### src/rtl/otter_cu_pkg.sv
// ---------------------------------------------------------------------------
// otter_cu_pkg
// Shared constants for the OTTER multicycle control unit:
//   - RV32I major opcodes decoded by the control FSM
//   - FSM state codes (also visible on the STATE debug port)
//   - FUNC3 codes that split the SYSTEM opcode
//   - strobe bundle type and an opcode-class helper
// ---------------------------------------------------------------------------
package otter_cu_pkg;

    // RV32I major opcodes, ir[6:0]
    localparam logic [6:0] LOAD   = 7'b0000011;
    localparam logic [6:0] STORE  = 7'b0100011;
    localparam logic [6:0] BRANCH = 7'b1100011;
    localparam logic [6:0] OP     = 7'b0110011;
    localparam logic [6:0] OP_IMM = 7'b0010011;
    localparam logic [6:0] LUI    = 7'b0110111;
    localparam logic [6:0] AUIPC  = 7'b0010111;
    localparam logic [6:0] JAL    = 7'b1101111;
    localparam logic [6:0] JALR   = 7'b1100111;
    localparam logic [6:0] SYSTEM = 7'b1110011;

    // FSM state codes; 5..7 are illegal
    localparam logic [2:0] ST_INIT  = 3'd0;
    localparam logic [2:0] ST_FETCH = 3'd1;
    localparam logic [2:0] ST_EXEC  = 3'd2;
    localparam logic [2:0] ST_WB    = 3'd3;
    localparam logic [2:0] ST_INTR  = 3'd4;

    // FUNC3 codes under SYSTEM
    localparam logic [2:0] F3_MRET  = 3'b000;
    localparam logic [2:0] F3_CSRRW = 3'b001;

    // All control strobes driven by the FSM, grouped so one default clears them
    typedef struct packed {
        logic pc_we;
        logic rf_we;
        logic mem_rden1;
        logic mem_rden2;
        logic mem_we2;
        logic csr_we;
        logic int_taken;
        logic mret_exec;
        logic rst_out;
    } cu_strobes_t;

    // Opcodes that write rd in EXEC and then advance the PC
    function automatic logic is_rf_op(input logic [6:0] opcode);
        logic hit;
        case (opcode)
            OP, OP_IMM, LUI, AUIPC, JAL, JALR: hit = 1'b1;
            default:                           hit = 1'b0;
        endcase
        return hit;
    endfunction

endpackage

### src/rtl/otter_intr_latch.sv
// ---------------------------------------------------------------------------
// otter_intr_latch
// Captures a rising edge on the (already synchronous) interrupt request and
// holds it as PENDING until the FSM acknowledges by entering its interrupt
// state. A new edge arriving in the acknowledge cycle wins over the clear, so
// no request is lost. A level held high only counts once.
// Ports:
//   CLK     in   system clock
//   RST_N   in   asynchronous active-low reset
//   INTR    in   interrupt request level
//   CLR     in   acknowledge (FSM is in its interrupt state)
//   PENDING out  latched interrupt request
// ---------------------------------------------------------------------------
module otter_intr_latch (
    input  logic CLK,
    input  logic RST_N,
    input  logic INTR,
    input  logic CLR,
    output logic PENDING
);

    logic intr_d_q;
    logic pending_q;
    logic pending_d;
    logic rise_s;

    assign rise_s  = INTR & ~intr_d_q;
    assign PENDING = pending_q;

    // Next pending value: set beats clear, otherwise hold
    always_comb begin
        pending_d = pending_q;
        if (rise_s) begin
            pending_d = 1'b1;
        end else if (CLR) begin
            pending_d = 1'b0;
        end else begin
            pending_d = pending_q;
        end
    end

    // Edge-detect history and pending flop
    always_ff @(posedge CLK or negedge RST_N) begin
        if (!RST_N) begin
            intr_d_q  <= 1'b0;
            pending_q <= 1'b0;
        end else begin
            intr_d_q  <= INTR;
            pending_q <= pending_d;
        end
    end

endmodule

### src/rtl/otter_cu_fsm.sv
// ---------------------------------------------------------------------------
// otter_cu_fsm
// Multicycle control FSM for the OTTER RV32I core. Walks each instruction
// through FETCH / EXEC (/ WB for loads) and, when an interrupt is pending and
// enabled at an instruction boundary, through INTR. Strobes are decoded
// combinationally from the registered state plus OPCODE/FUNC3.
// Ports:
//   CLK, RST_N            clock, asynchronous active-low reset
//   OPCODE, FUNC3         fields of the current instruction
//   INTR, CSR_MIE         interrupt request level, global interrupt enable
//   PC_WE                 PC register load enable
//   RF_WE                 register file write enable
//   MEM_RDEN1, MEM_RDEN2  instruction / data memory read enables
//   MEM_WE2               data memory write enable
//   CSR_WE                CSR write enable
//   INT_TAKEN, MRET_EXEC  PC mux steering hints (mtvec / mepc)
//   RST_OUT               synchronous clear to the PC register
//   INSTRET               retired-instruction counter
//   STATE                 current state code
// ---------------------------------------------------------------------------
module otter_cu_fsm
    import otter_cu_pkg::*;
#(
    parameter int CNT_W = 32
) (
    input  logic             CLK,
    input  logic             RST_N,
    input  logic [6:0]       OPCODE,
    input  logic [2:0]       FUNC3,
    input  logic             INTR,
    input  logic             CSR_MIE,
    output logic             PC_WE,
    output logic             RF_WE,
    output logic             MEM_RDEN1,
    output logic             MEM_RDEN2,
    output logic             MEM_WE2,
    output logic             CSR_WE,
    output logic             INT_TAKEN,
    output logic             MRET_EXEC,
    output logic             RST_OUT,
    output logic [CNT_W-1:0] INSTRET,
    output logic [2:0]       STATE
);

    logic [2:0]       state_q;
    logic [2:0]       state_d;
    logic [CNT_W-1:0] instret_q;
    logic [CNT_W-1:0] instret_d;
    logic             pending_s;
    logic             take_intr_s;
    logic             clr_s;
    logic             retire_s;
    cu_strobes_t      str_s;

    // Acknowledge the latched request for the whole INTR cycle
    assign clr_s = (state_q == ST_INTR);

    otter_intr_latch u_intr_latch (
        .CLK     (CLK),
        .RST_N   (RST_N),
        .INTR    (INTR),
        .CLR     (clr_s),
        .PENDING (pending_s)
    );

    // Interrupt entry only at an instruction boundary (end of EXEC or WB)
    assign take_intr_s = pending_s & CSR_MIE;

    // Strobe decode from state and instruction fields
    always_comb begin
        str_s = '0;
        case (state_q)
            ST_INIT:  str_s.rst_out   = 1'b1;
            ST_FETCH: str_s.mem_rden1 = 1'b1;
            ST_EXEC: begin
                case (OPCODE)
                    // Load holds the PC until WB has written rd
                    LOAD: str_s.mem_rden2 = 1'b1;
                    STORE: begin
                        str_s.mem_we2 = 1'b1;
                        str_s.pc_we   = 1'b1;
                    end
                    SYSTEM: begin
                        str_s.pc_we = 1'b1;
                        if (FUNC3 == F3_MRET) begin
                            str_s.mret_exec = 1'b1;
                        end else if (FUNC3 == F3_CSRRW) begin
                            str_s.csr_we = 1'b1;
                            str_s.rf_we  = 1'b1;
                        end else begin
                            str_s.csr_we = 1'b0;
                        end
                    end
                    // Register-writing ops, branches and unknown opcodes (NOP)
                    default: begin
                        str_s.pc_we = 1'b1;
                        str_s.rf_we = is_rf_op(OPCODE);
                    end
                endcase
            end
            ST_WB: begin
                str_s.rf_we = 1'b1;
                str_s.pc_we = 1'b1;
            end
            ST_INTR: begin
                str_s.int_taken = 1'b1;
                str_s.pc_we     = 1'b1;
            end
            default: str_s = '0;
        endcase
    end

    // Next-state selection
    always_comb begin
        state_d = ST_INIT;
        case (state_q)
            ST_INIT:  state_d = ST_FETCH;
            ST_FETCH: state_d = ST_EXEC;
            ST_EXEC: begin
                if (OPCODE == LOAD) begin
                    state_d = ST_WB;
                end else if (take_intr_s) begin
                    state_d = ST_INTR;
                end else begin
                    state_d = ST_FETCH;
                end
            end
            ST_WB: begin
                if (take_intr_s) begin
                    state_d = ST_INTR;
                end else begin
                    state_d = ST_FETCH;
                end
            end
            ST_INTR: state_d = ST_FETCH;
            default: state_d = ST_INIT;
        endcase
    end

    // An instruction retires when EXEC or WB loads the PC; INTR never counts
    assign retire_s = str_s.pc_we & ((state_q == ST_EXEC) | (state_q == ST_WB));

    // Next retired-instruction count, wrapping naturally
    always_comb begin
        instret_d = instret_q;
        if (retire_s) begin
            instret_d = instret_q + {{(CNT_W-1){1'b0}}, 1'b1};
        end else begin
            instret_d = instret_q;
        end
    end

    // State and counter registers
    always_ff @(posedge CLK or negedge RST_N) begin
        if (!RST_N) begin
            state_q   <= ST_INIT;
            instret_q <= {CNT_W{1'b0}};
        end else begin
            state_q   <= state_d;
            instret_q <= instret_d;
        end
    end

    assign PC_WE     = str_s.pc_we;
    assign RF_WE     = str_s.rf_we;
    assign MEM_RDEN1 = str_s.mem_rden1;
    assign MEM_RDEN2 = str_s.mem_rden2;
    assign MEM_WE2   = str_s.mem_we2;
    assign CSR_WE    = str_s.csr_we;
    assign INT_TAKEN = str_s.int_taken;
    assign MRET_EXEC = str_s.mret_exec;
    assign RST_OUT   = str_s.rst_out;
    assign INSTRET   = instret_q;
    assign STATE     = state_q;

endmodule

### config.mk
export PLATFORM = sky130hd
export DESIGN_NAME = otter_cu_fsm
export DESIGN_NICKNAME = d
export VERILOG_FILES = /design/src/rtl/otter_cu_pkg.sv /design/src/rtl/otter_intr_latch.sv /design/src/rtl/otter_cu_fsm.sv
export SDC_FILE = /design/constraint.sdc
export NUM_CORES = 1
export LEC_CHECK = 0
export BUFFER_PORTS_ARGS = -buffer_cell sky130_fd_sc_hd__buf_2
export CORE_UTILIZATION = 45
export CTS_BUF_LIST = sky130_fd_sc_hd__clkbuf_16
export DETAILED_ROUTE_END_ITERATION = 7
export GPL_ROUTABILITY_DRIVEN = 0
export PLACE_DENSITY = 0.77
export SLEW_MARGIN = 20
export SYNTH_ARGS = -nofsm -noshare
export SYNTH_HDL_FRONTEND = slang
export SYNTH_HIERARCHICAL = 1
export SYNTH_SLANG_ARGS = --single-unit
### constraint.sdc
create_clock -name CLK -period 1.5 [get_ports CLK]
set_input_delay 0.3 -clock CLK [delete_from_list [all_inputs] [get_ports CLK]]
set_output_delay 0.3 -clock CLK [all_outputs]
set_load 0.05 [all_outputs]
==> reports/qor.yml, run 1 <==
finish:
  nNetsFinal: 295
  area_growth_pct: 65.2
  n_antenna_cell: 0
  drive_above_1_share_pct: 63.3
  instances_no_fill: 329
synthesis:
  synth_seq_cells: 37
  synth_compound_area_share_pct: 4.79
  syn_inst: 171
  yosysSeqAreaShare_pct: 49.9
  synth_nets: 186
  synth.most_common_cell: "dfrtp_1"
  synthSimpleGateAreaFrac_pct: 27.2
  synth_common_cells: "dfrtp_1 (37), xnor2_1 (27), nand4_1 (19), nand2_1 (11), nand3_1 (11)"
  ys_warn_count: 6
  synth_top_family_by_area: "simple AND/OR/NAND/NOR gates"
  yosys.area.top_type: "dfrtp_1"
  synth_area_per_cell_sq_um: 10.8
  async_reset_ff_share_pct: 100
  yosysTopAreaCellShare_pct: 49.9
  synthDistinctLibCells: 35
  synth_area_sq_um: 1850
  synth_fa_ha_area_share_pct: 0.675
  synth_xor_area_share_pct: 14.6
  synth_edf_count: 0
  synth-main-ff-cell: "dfrtp_1"
  synthTopCellsByArea: "dfrtp_1 (50%), xnor2_1 (13%), nand4_1 (6.4%)"
  synthMuxAreaShare_pct: 0.607
worst_setup_path:
  critPathKind: "flip-flop to output port"
  r2r-start: "STATE[2]"
  endpoint_kind: "output port"
  rrSetupSlack_ps: -270
  cp.required_ps: 1200
  path_max_fanout: 6
  reg2reg_depth: 6
  start_kind: "flip-flop"
  crit_arrival_ps: 1490
  worst_r2r_endpoint: "INSTRET[17]"
clocking:
  clk_pin_slew_ps: 60
  cts.sinks: 37
  clockBufferDepth: 2
  numCtsBuffers: 5
  htree_levels: 2
  cts_root_buffer: "clkbuf_16"
  cts_tree: "done"
  clock_latency_ps: 280
power:
  p_leak_nw: 1.44
  swShare_pct: 41.5
  p_int_mw: 2.51
  p_switching_mw: 1.78
  p_clk_share_pct: 23.3
  ir_worst_vdd_mv: 1.78
  pwr-share-seq_pct: 30.9
  power.density_nw_per_um2: 1400
  comb_power_share_pct: 45.8
timing:
  fin_worst_skew_ps: 5.68
  finalHoldViolCount: 0
  clock.fmax_mhz: 560
  period_needed_ps: 1790
  slew-limit-headroom_pct: 73.2
  timing.final.ws_setup_ps: -285
  period_share_pct: 119
  setup_viol: 38
  slew_viol_final: 0
  tightest_slew_ps: 403
  rsz0062_at_grt: "true"
route:
  via_count: 1846
  wl_met1_um: 2370
  met2_length_um: 2940
  wl_per_cell_um: 17.7
  via_per_inst: 5.61
  wirelength_um: 5820
  wl_met3_um: 282
  dr.max_layer_used: "met4"
  drc: 0
  ant_nets: 0
  firstDrtPassIters: 4
  drtIter0Drc: 165
global_route:
  grt_pass1_vias: 1697
  overflow: 0
  grt_max_degree: 23
  track_usage_pct: 25.6
  grt_pass1_wl_um: 8160
  antenna_found_initial: 0
die:
  die_x_um: 66.2
  io_pins: 58
  start_util_pct: 48.8
  coreArea_sq_um: 3800
  die-area_sq_um: 4380
  rows: 22
  die_y_um: 66.2
place:
  place_inst: 308
  dp_slack_ps: -274
  portBuffers: 57
  dp_hpwl_um: 3290
worst_hold_path:
  holdPathEnd: "u_intr_latch/intr_d_q"
  holdCritStartpoint: "INTR"
  hold_depth: 1
  hp-class: "primary input to flip-flop"
outcome:
  violations: "setup timing"
  outcome: "finished, violations left"
job:
  cap_viol_max_count: 0
==> layout make-up <==
class,count,area [sq um]
tap,48,60.1
clock inverter,3,13.8
multi-input combinational,125,1110
fill,204,736
inverter,6,22.5
timing repair buffer,105,778
clock buffer,5,125
sequential,37,956
==> stage by stage <==
step,utilization [%],power (mW),instance area (sq um),hold WS [ps],TNS (ps)
2_1_floorplan,-,2.43,2040,4.41,-5860
3_3_place_gp,69.2,2.85,2630,247,-3100
3_5_place_dp,69.2,2.87,2630,249,-3730
4_1_cts,77.5,4.18,2940,140,-5550
5_1_grt,80.6,4.46,3060,142,-8320
6_report,80.6,4.30,3060,142,-5970
==> worst max-delay path by stage <==
stage / startpoint / to / slack (ps) / cells past startpoint
after floorplan: STATE[1] / CSR_WE / -360 / 2
after global placement: OPCODE[2] / RF_WE / -260 / 6
after detailed placement: OPCODE[2] / RF_WE / -270 / 6
after CTS: STATE[2] / PC_WE / -250 / 4
after global routing: STATE[2] / INSTRET[17] / -330 / 6
final: STATE[2] / PC_WE / -290 / 4
==> metal layers <==
metal | track usage [%] | up-vias
met5 | 0 | -
met4 | 12.5 | 0
met3 | 4.83 | 24
met2 | 41.8 | 80
met1 | 32.2 | 906
li1 | - | 836
==> placed cells by master, fill, tap and decap left out, types with 2 or more instances in the layout <==
master     count
xnor2_1       24
nor4_4         5
nor2_1         6
a211oi_2       2
nand2_1        4
xnor2_2        3
nor2_4         4
nand3_2        8
nand2_4        2
buf_6         20
buf_2         46
o21ai_0        2
nand3_1        2
nand4b_1       2
dfrtp_2       24
nor3_1         2
xor2_1         4
clkinv_2       2
inv_1          7
nand4_1       19
and3_1         6
nand2_2        5
and4_1         2
buf_8          2
or2_4          2
buf_4         35
and2_1         2
clkbuf_16      5
dfrtp_1       13
==> power groups by stage <==
| stage | clock network (mW) | logic (mW) | registers [mW] |
|---|---|---|---|
| after floorplan | 0 | 0.716 | 1.72 |
| after global placement | 0 | 1.52 | 1.33 |
| after detailed placement | 0 | 1.54 | 1.33 |
| after CTS | 1.01 | 1.85 | 1.32 |
| after global routing | 1.06 | 2.06 | 1.35 |
| final | 1.00 | 1.97 | 1.33 |
==> registers in the layout, indices dropped and copies added, names as in the netlist <==
register / flops
u_intr_latch/PENDING: 1
STATE: 3
INSTRET: 32
u_intr_latch/intr_d_q: 1
==> repair_timing <==
item,4_1_cts,5_1_grt
cloned,0,0
hold buffers,1,0
hold endpoints to repair,15,0
setup buffers,6,7
endpoints found under the setup margin,21,39
pin swaps,30,15
resized for setup,34,15
==> cell families after synthesis <==
| family | Yosys count |
|---|---|
| simple gates | 81 |
| flops | 37 |
| xor+xnor | 31 |
| compound gates | 11 |
| buf+inv | 9 |
| mux | 1 |
| fa+ha+maj | 1 |
==> worst max-delay path, stage by stage (launching register included) <==
cell and delay (ps):
dfrtp_2 440, or2b_4 320, a21oi_2 160, or2_4 140
buf_6 150
Power figures use the tool's default switching activity.
==> inputs of run 2 (changes only) <==
Settings changed: ABC_AREA set to 1, CORE_UTILIZATION 45 to 54, PLACE_DENSITY 0.77 to 0.82, SKIP_LAST_GASP set to 1.
Clock period 1.5 ns to 1.8 ns, I/O delays scaled along.
==> run 2 against run 1 <==
The run still ends with setup timing left. Non-clock buffer count decreased by 44. Global-route usage decreased by 0.68 points. Utilization decreased by 9.0 points. Sequential power decreased by 16%. Critical path type unchanged. Largest power group unchanged.
==> reports/qor.yml, run 2 <==
place:
  post_dp_cell_area_sq_um: 2800
  dp_slack_ps: 23.4
  portBuffers: 57
  dp_hpwl_um: 4030
worst_setup_path:
  crit_arrival_ps: 1450
  cp.required_ps: 1440
  critical_path.slowest_cell: "dfrtp_2"
  start_kind: "flip-flop"
  r2r-start: "INSTRET[1]"
  startpoint: "STATE[1]"
  worstPathCellList: "inv_2 -> nor2_4 -> nand2_4 -> nor4b_4 -> buf_6"
  endpoint_kind: "output port"
  critPathKind: "flip-flop to output port"
  max_stage_delay_ps: 400
  path_max_fanout: 6
timing:
  clock.fmax_mhz: 553
  finalHoldViolCount: 0
  timing.final.ws_setup_ps: -7.26
  period_share_pct: 100
  rsz0062_at_grt: "true"
  setup_viol: 1
  slew_viol_final: 0
  tightest_slew_ps: 412
  slew-limit-headroom_pct: 72.6
  period_needed_ps: 1810
  fin_worst_skew_ps: 4.58
synthesis:
  synth_area_per_cell_sq_um: 7.15
  synth-main-ff-cell: "dfrtp_1"
  yosys.area.top_type: "dfrtp_1"
  synthTopCellsByArea: "dfrtp_1 (39%), nand2_1 (21%), inv_1 (5.8%)"
  synth_common_cells: "nand2_1 (135), dfrtp_1 (37), inv_1 (37), nor2_1 (36), nand3_1 (13)"
  synth_nets: 351
  synth.most_common_cell: "nand2_1"
  yosysSeqAreaShare_pct: 38.5
  synth_area_sq_um: 2400
  yosysTopAreaCellShare_pct: 38.5
  ys_warn_count: 6
  async_reset_ff_share_pct: 100
  syn_inst: 336
  synthDistinctLibCells: 26
  synth_seq_cells: 37
  synth_edf_count: 0
finish:
  postLayoutCellArea_sq_um: 2970
  drive_above_1_share_pct: 26.8
  n_antenna_cell: 0
  nNetsFinal: 414
  nFillCells: 347
  area_growth_pct: 23.6
  final_common_cell: "nand2_1"
  utilization_pct: 71.7
  largest_register_ffs: 32
  mostFrequentLayoutCells: "nand2_1 (135), buf_2 (51), inv_1 (37)"
power:
  power.density_nw_per_um2: 1250
  p_leak_nw: 1.54
  pwr-share-seq_pct: 30.2
  p_total_mw: 3.72
  swShare_pct: 48.3
  comb_power_share_pct: 48.5
  ir_worst_vdd_mv: 0.908
  p_int_mw: 1.92
  p_switching_mw: 1.80
  p_clk_share_pct: 21.3
die:
  die_x_um: 68.7
  start_util_pct: 58.0
  io_pins: 58
  coreArea_sq_um: 4140
  die-area_sq_um: 4720
  rows: 23
  die_y_um: 68.7
clocking:
  cts_root_buffer: "clkbuf_16"
  htree_levels: 2
  clockBufferDepth: 2
  cts.sinks: 37
  clk_pin_slew_ps: 50
  clock_latency_ps: 280
  cts_tree: "done"
  ctsHoldBuffers: 0
  numCtsBuffers: 5
worst_hold_path:
  hp-class: "primary input to asynchronous set/reset pin"
route:
  via_per_inst: 5.01
  met2_length_um: 2660
  drc: 0
  drtIter0Drc: 148
  wirelength_um: 5340
  dr.max_layer_used: "met4"
  wl_met3_um: 229
  via_count: 2249
  wl_met1_um: 2410
  ant_nets: 0
  wl_per_cell_um: 11.9
  firstDrtPassIters: 4
global_route:
  grt_pass1_wl_um: 8730
  grt_pass1_vias: 2051
  antenna_found_initial: 0
  grt_max_degree: 25
  track_usage_pct: 24.9
  overflow: 0
outcome:
  violations: "setup timing"
  outcome: "finished, violations left"
job:
  cap_viol_max_count: 0
-- run 2: cell count changes in the layout (fill, tap and decap cells not counted), sizes merged, moves of 6 or more --
cell,delta
nand2,+132
buf,-44
nor2,+37
inv,+35
xnor2,-27
xor2,+11
nand4,-10
nand3b,+7
and3,-6
-- run 2: worst max-delay path, delay by kind of cell (launching register included) --
family,cells,cell delay [ps]
simple gates,3,530
flops,1,400
buf+inv,2,250
-- run 2: timing repair --
| item | CTS | global route |
|---|---|---|
| buffers inserted | 1 | 0 |
| cloned | 0 | 0 |
| setup endpoints to repair | 5 | 6 |
| hold endpoints to repair | 0 | 0 |
| gates resized for setup | 6 | 5 |
-- run 2: worst paths after layout --
check,end,slack (ps),cells after the start
worst max-delay path,CSR_WE,-7,5
worst min-delay path,INSTRET[30],10,1
worst max register to register,INSTRET[28],140,8
worst min register to register,u_intr_latch/PENDING,480,3
max in group asynchronous,INSTRET[12],1350,2
min in group CLK,u_intr_latch/intr_d_q,210,1
-- run 2: power by group through the flow --
| stage | combinational, mW | clock [mW] | sequential, mW |
|---|---|---|---|
| 5_1_grt | 1.94 | 0.827 | 1.14 |
| 3_3_place_gp | 1.72 | 0 | 1.14 |
| 3_5_place_dp | 1.75 | 0 | 1.14 |
| 4_1_cts | 1.80 | 0.798 | 1.12 |
| 2_1_floorplan | 1.10 | 0 | 1.52 |
| 6_report | 1.81 | 0.792 | 1.12 |
-- run 2: through the flow --
stage          hold slack, ps  TNS, ps  cells
2_1_floorplan            64.4     -145    336
3_3_place_gp              314        0    441
3_5_place_dp              316        0    441
4_1_cts                  26.3    -13.8    449
5_1_grt                  37.9     -129    449
6_report                 12.7    -7.26    449
-- run 2: per-layer routing --
layer,track usage (%),vias to the layer above
met5,0,-
met2,44.2,50
met1,30.4,1035
li1,-,1159
met4,6.38,0
met3,5.26,5
-- run 2: layout make-up --
cell class | count | area, sq um | share of cell area (%)
timing repair buffer | 61 | 370 | 12.5
sequential | 37 | 931 | 31.3
inverter | 41 | 154 | 5.18
tap | 50 | 62.6 | 2.11
clock buffer | 5 | 125 | 4.21
multi-input combinational | 253 | 1320 | 44.4
clock inverter | 2 | 7.51 | 0.253
-- run 2: cell families (layout without fill, tap and decap cells) --
| kind of cell | Yosys count | in the layout | synth area share, % |
|---|---|---|---|
| AO/OA/AOI/OAI | 6 | 6 | 1.25 |
| AND/OR/NAND/NOR | 231 | 231 | 44.3 |
| XOR/XNOR | 15 | 15 | 6.41 |
| buffers and inverters | 46 | 109 | 8.96 |
| adder cells (fa/ha/maj) | 1 | 1 | 0.521 |
| flip-flops | 37 | 37 | 38.5 |
==> inputs of run 3 (changes only) <==
--- a/constraint.sdc
+++ b/constraint.sdc
@@ -3,2 +3,2 @@
 set_output_delay 0.36 -clock CLK [all_outputs]
-set_load 0.05 [all_outputs]
+set_load 0.01 [all_outputs]
==> run 3 against run 2 <==
The flow now finishes without violations. Final cell count down 0.22%. Sequential power is essentially flat. Combinational power fell by 35%. Register-to-register slack improved by 20 ps. Global-route usage increased by 0.37 points. Die area did not move. Critical path type unchanged. Critical endpoint unchanged.
==> reports/qor.yml, run 3 (synthesis results as in run 2) <==
outcome:
  outcome: "completed"
route:
  wl_per_cell_um: 12.2
  via_count: 2290
  drc: 0
  via_per_inst: 5.11
  drtIter0Drc: 154
  ant_nets: 0
  wirelength_um: 5450
  firstDrtPassIters: 4
timing:
  finalHoldViolCount: 0
  period_needed_ps: 1750
  slew-limit-headroom_pct: 70.1
  rsz0062_at_grt: "true"
  timing.final.ws_setup_ps: 47.9
  period_share_pct: 97.3
  whs_ps: 24.4
  slew_viol_final: 0
  tightest_slew_ps: 448
  fin_worst_skew_ps: 4.18
  setup_viol: 0
  clock.fmax_mhz: 571
clocking:
  numCtsBuffers: 5
  clock_latency_ps: 280
  clk_pin_slew_ps: 50
  cts_tree: "done"
  cts.sinks: 37
  cts_root_buffer: "clkbuf_16"
  cts_setup_buffers: 0
  htree_levels: 2
  clockBufferDepth: 2
worst_setup_path:
  crit_arrival_ps: 1390
  endpoint_kind: "output port"
  critical_path.slowest_cell: "dfrtp_2"
  cp.required_ps: 1440
  startpoint: "STATE[2]"
  path_max_fanout: 6
  max_stage_delay_ps: 440
  critPathKind: "flip-flop to output port"
  start_kind: "flip-flop"
  rrSetupSlack_ps: 160
  worstPathCellList: "nor2_4 -> nand2_4 -> nor4b_2 -> buf_2"
  r2r-start: "INSTRET[0]"
die:
  start_util_pct: 58.0
  io_pins: 58
  rows: 23
  die-area_sq_um: 4720
  coreArea_sq_um: 4140
  die_x_um: 68.7
  die_y_um: 68.7
finish:
  nNetsFinal: 412
  largest_register_ffs: 32
  multiInputGateArea_sq_um: 1280
  mostFrequentLayoutCells: "nand2_1 (135), buf_2 (57), inv_1 (37)"
  final_common_cell: "nand2_1"
  area_growth_pct: 20.0
  nFillCells: 365
  n_antenna_cell: 0
  ff_latch_area_sq_um: 927
  drive_above_1_share_pct: 24.6
global_route:
  grt_pass1_wl_um: 8840
  grt_pass1_vias: 2016
  grt_max_degree: 31
  track_usage_pct: 25.2
  overflow: 0
  antenna_found_initial: 0
power:
  power.density_nw_per_um2: 1080
  ir_worst_vdd_mv: 0.871
  p_leak_nw: 1.50
  p_total_mw: 3.10
worst_hold_path:
  hp-class: "primary input to asynchronous set/reset pin"
job:
  cap_viol_max_count: 0
place:
  portBuffers: 57
  dp_hpwl_um: 4130
  dp_slack_ps: 164
==> run 3: cell types whose count changed in the layout (fill, tap and decap cells not counted), sizes merged <==
cell / change
inv: -1
clkbuf: -1
buf: -1
clkinv: +2
==> run 3: cell type report <==
cell class / count / area share [%]
clock buffers: 5 / 4.34
clock inverters: 3 / 0.434
inverters: 41 / 5.34
multi-input cells: 253 / 44.3
flip-flops and latches: 37 / 32.2
well taps: 50 / 2.17
repair buffers: 59 / 11.3
==> run 3: timing repair <==
item,CTS,global route
hold buffers,0,0
hold endpoints to repair,0,0
resized for setup,0,4
setup endpoints to repair,0,3
==> run 3: report_power, final <==
group / internal [mW] / switching [mW]
Sequential: 0.965 / 0.149
Clock: 0.500 / 0.318
Combinational: 0.404 / 0.766
Total: 1.87 / 1.23
==> run 3: metrics by stage <==
step / TNS (ps) / cell area, sq um / cells / util (%)
3_3_place_gp: 0 / 2730 / 440 / 65.9
6_report: 0 / 2880 / 448 / 69.6
2_1_floorplan: 0 / 2400 / 336 / -
5_1_grt: -43.2 / 2880 / 448 / 69.6
4_1_cts: 0 / 2870 / 448 / 69.2
3_5_place_dp: 0 / 2730 / 440 / 65.9
==> run 3: path summary, 6_finish.rpt <==
path,end,depth (start not counted)
worst max-delay path,CSR_WE,4
min in group CLK,u_intr_latch/intr_d_q,1
max in group asynchronous,STATE[2],2
worst min register to register,u_intr_latch/PENDING,3
worst max register to register,INSTRET[24],8
worst min-delay path,INSTRET[2],1
==> run 3: worst max-delay path, delay by kind of cell (launching register included) <==
family	cells	cell delay [ps]
buf+inv	1	160
flops	1	440
simple gates	3	510
==> run 3: metal layers <==
| metal | share of wire [%] | global-route usage, % | vias to the layer above |
|---|---|---|---|
| li1 | - | - | 1155 |
| met5 | 0 | 0 | - |
| met4 | 1.2 | 8.67 | 0 |
| met2 | 49 | 41.3 | 67 |
| met1 | 45 | 33.4 | 1062 |
| met3 | 4.4 | 4.61 | 6 |
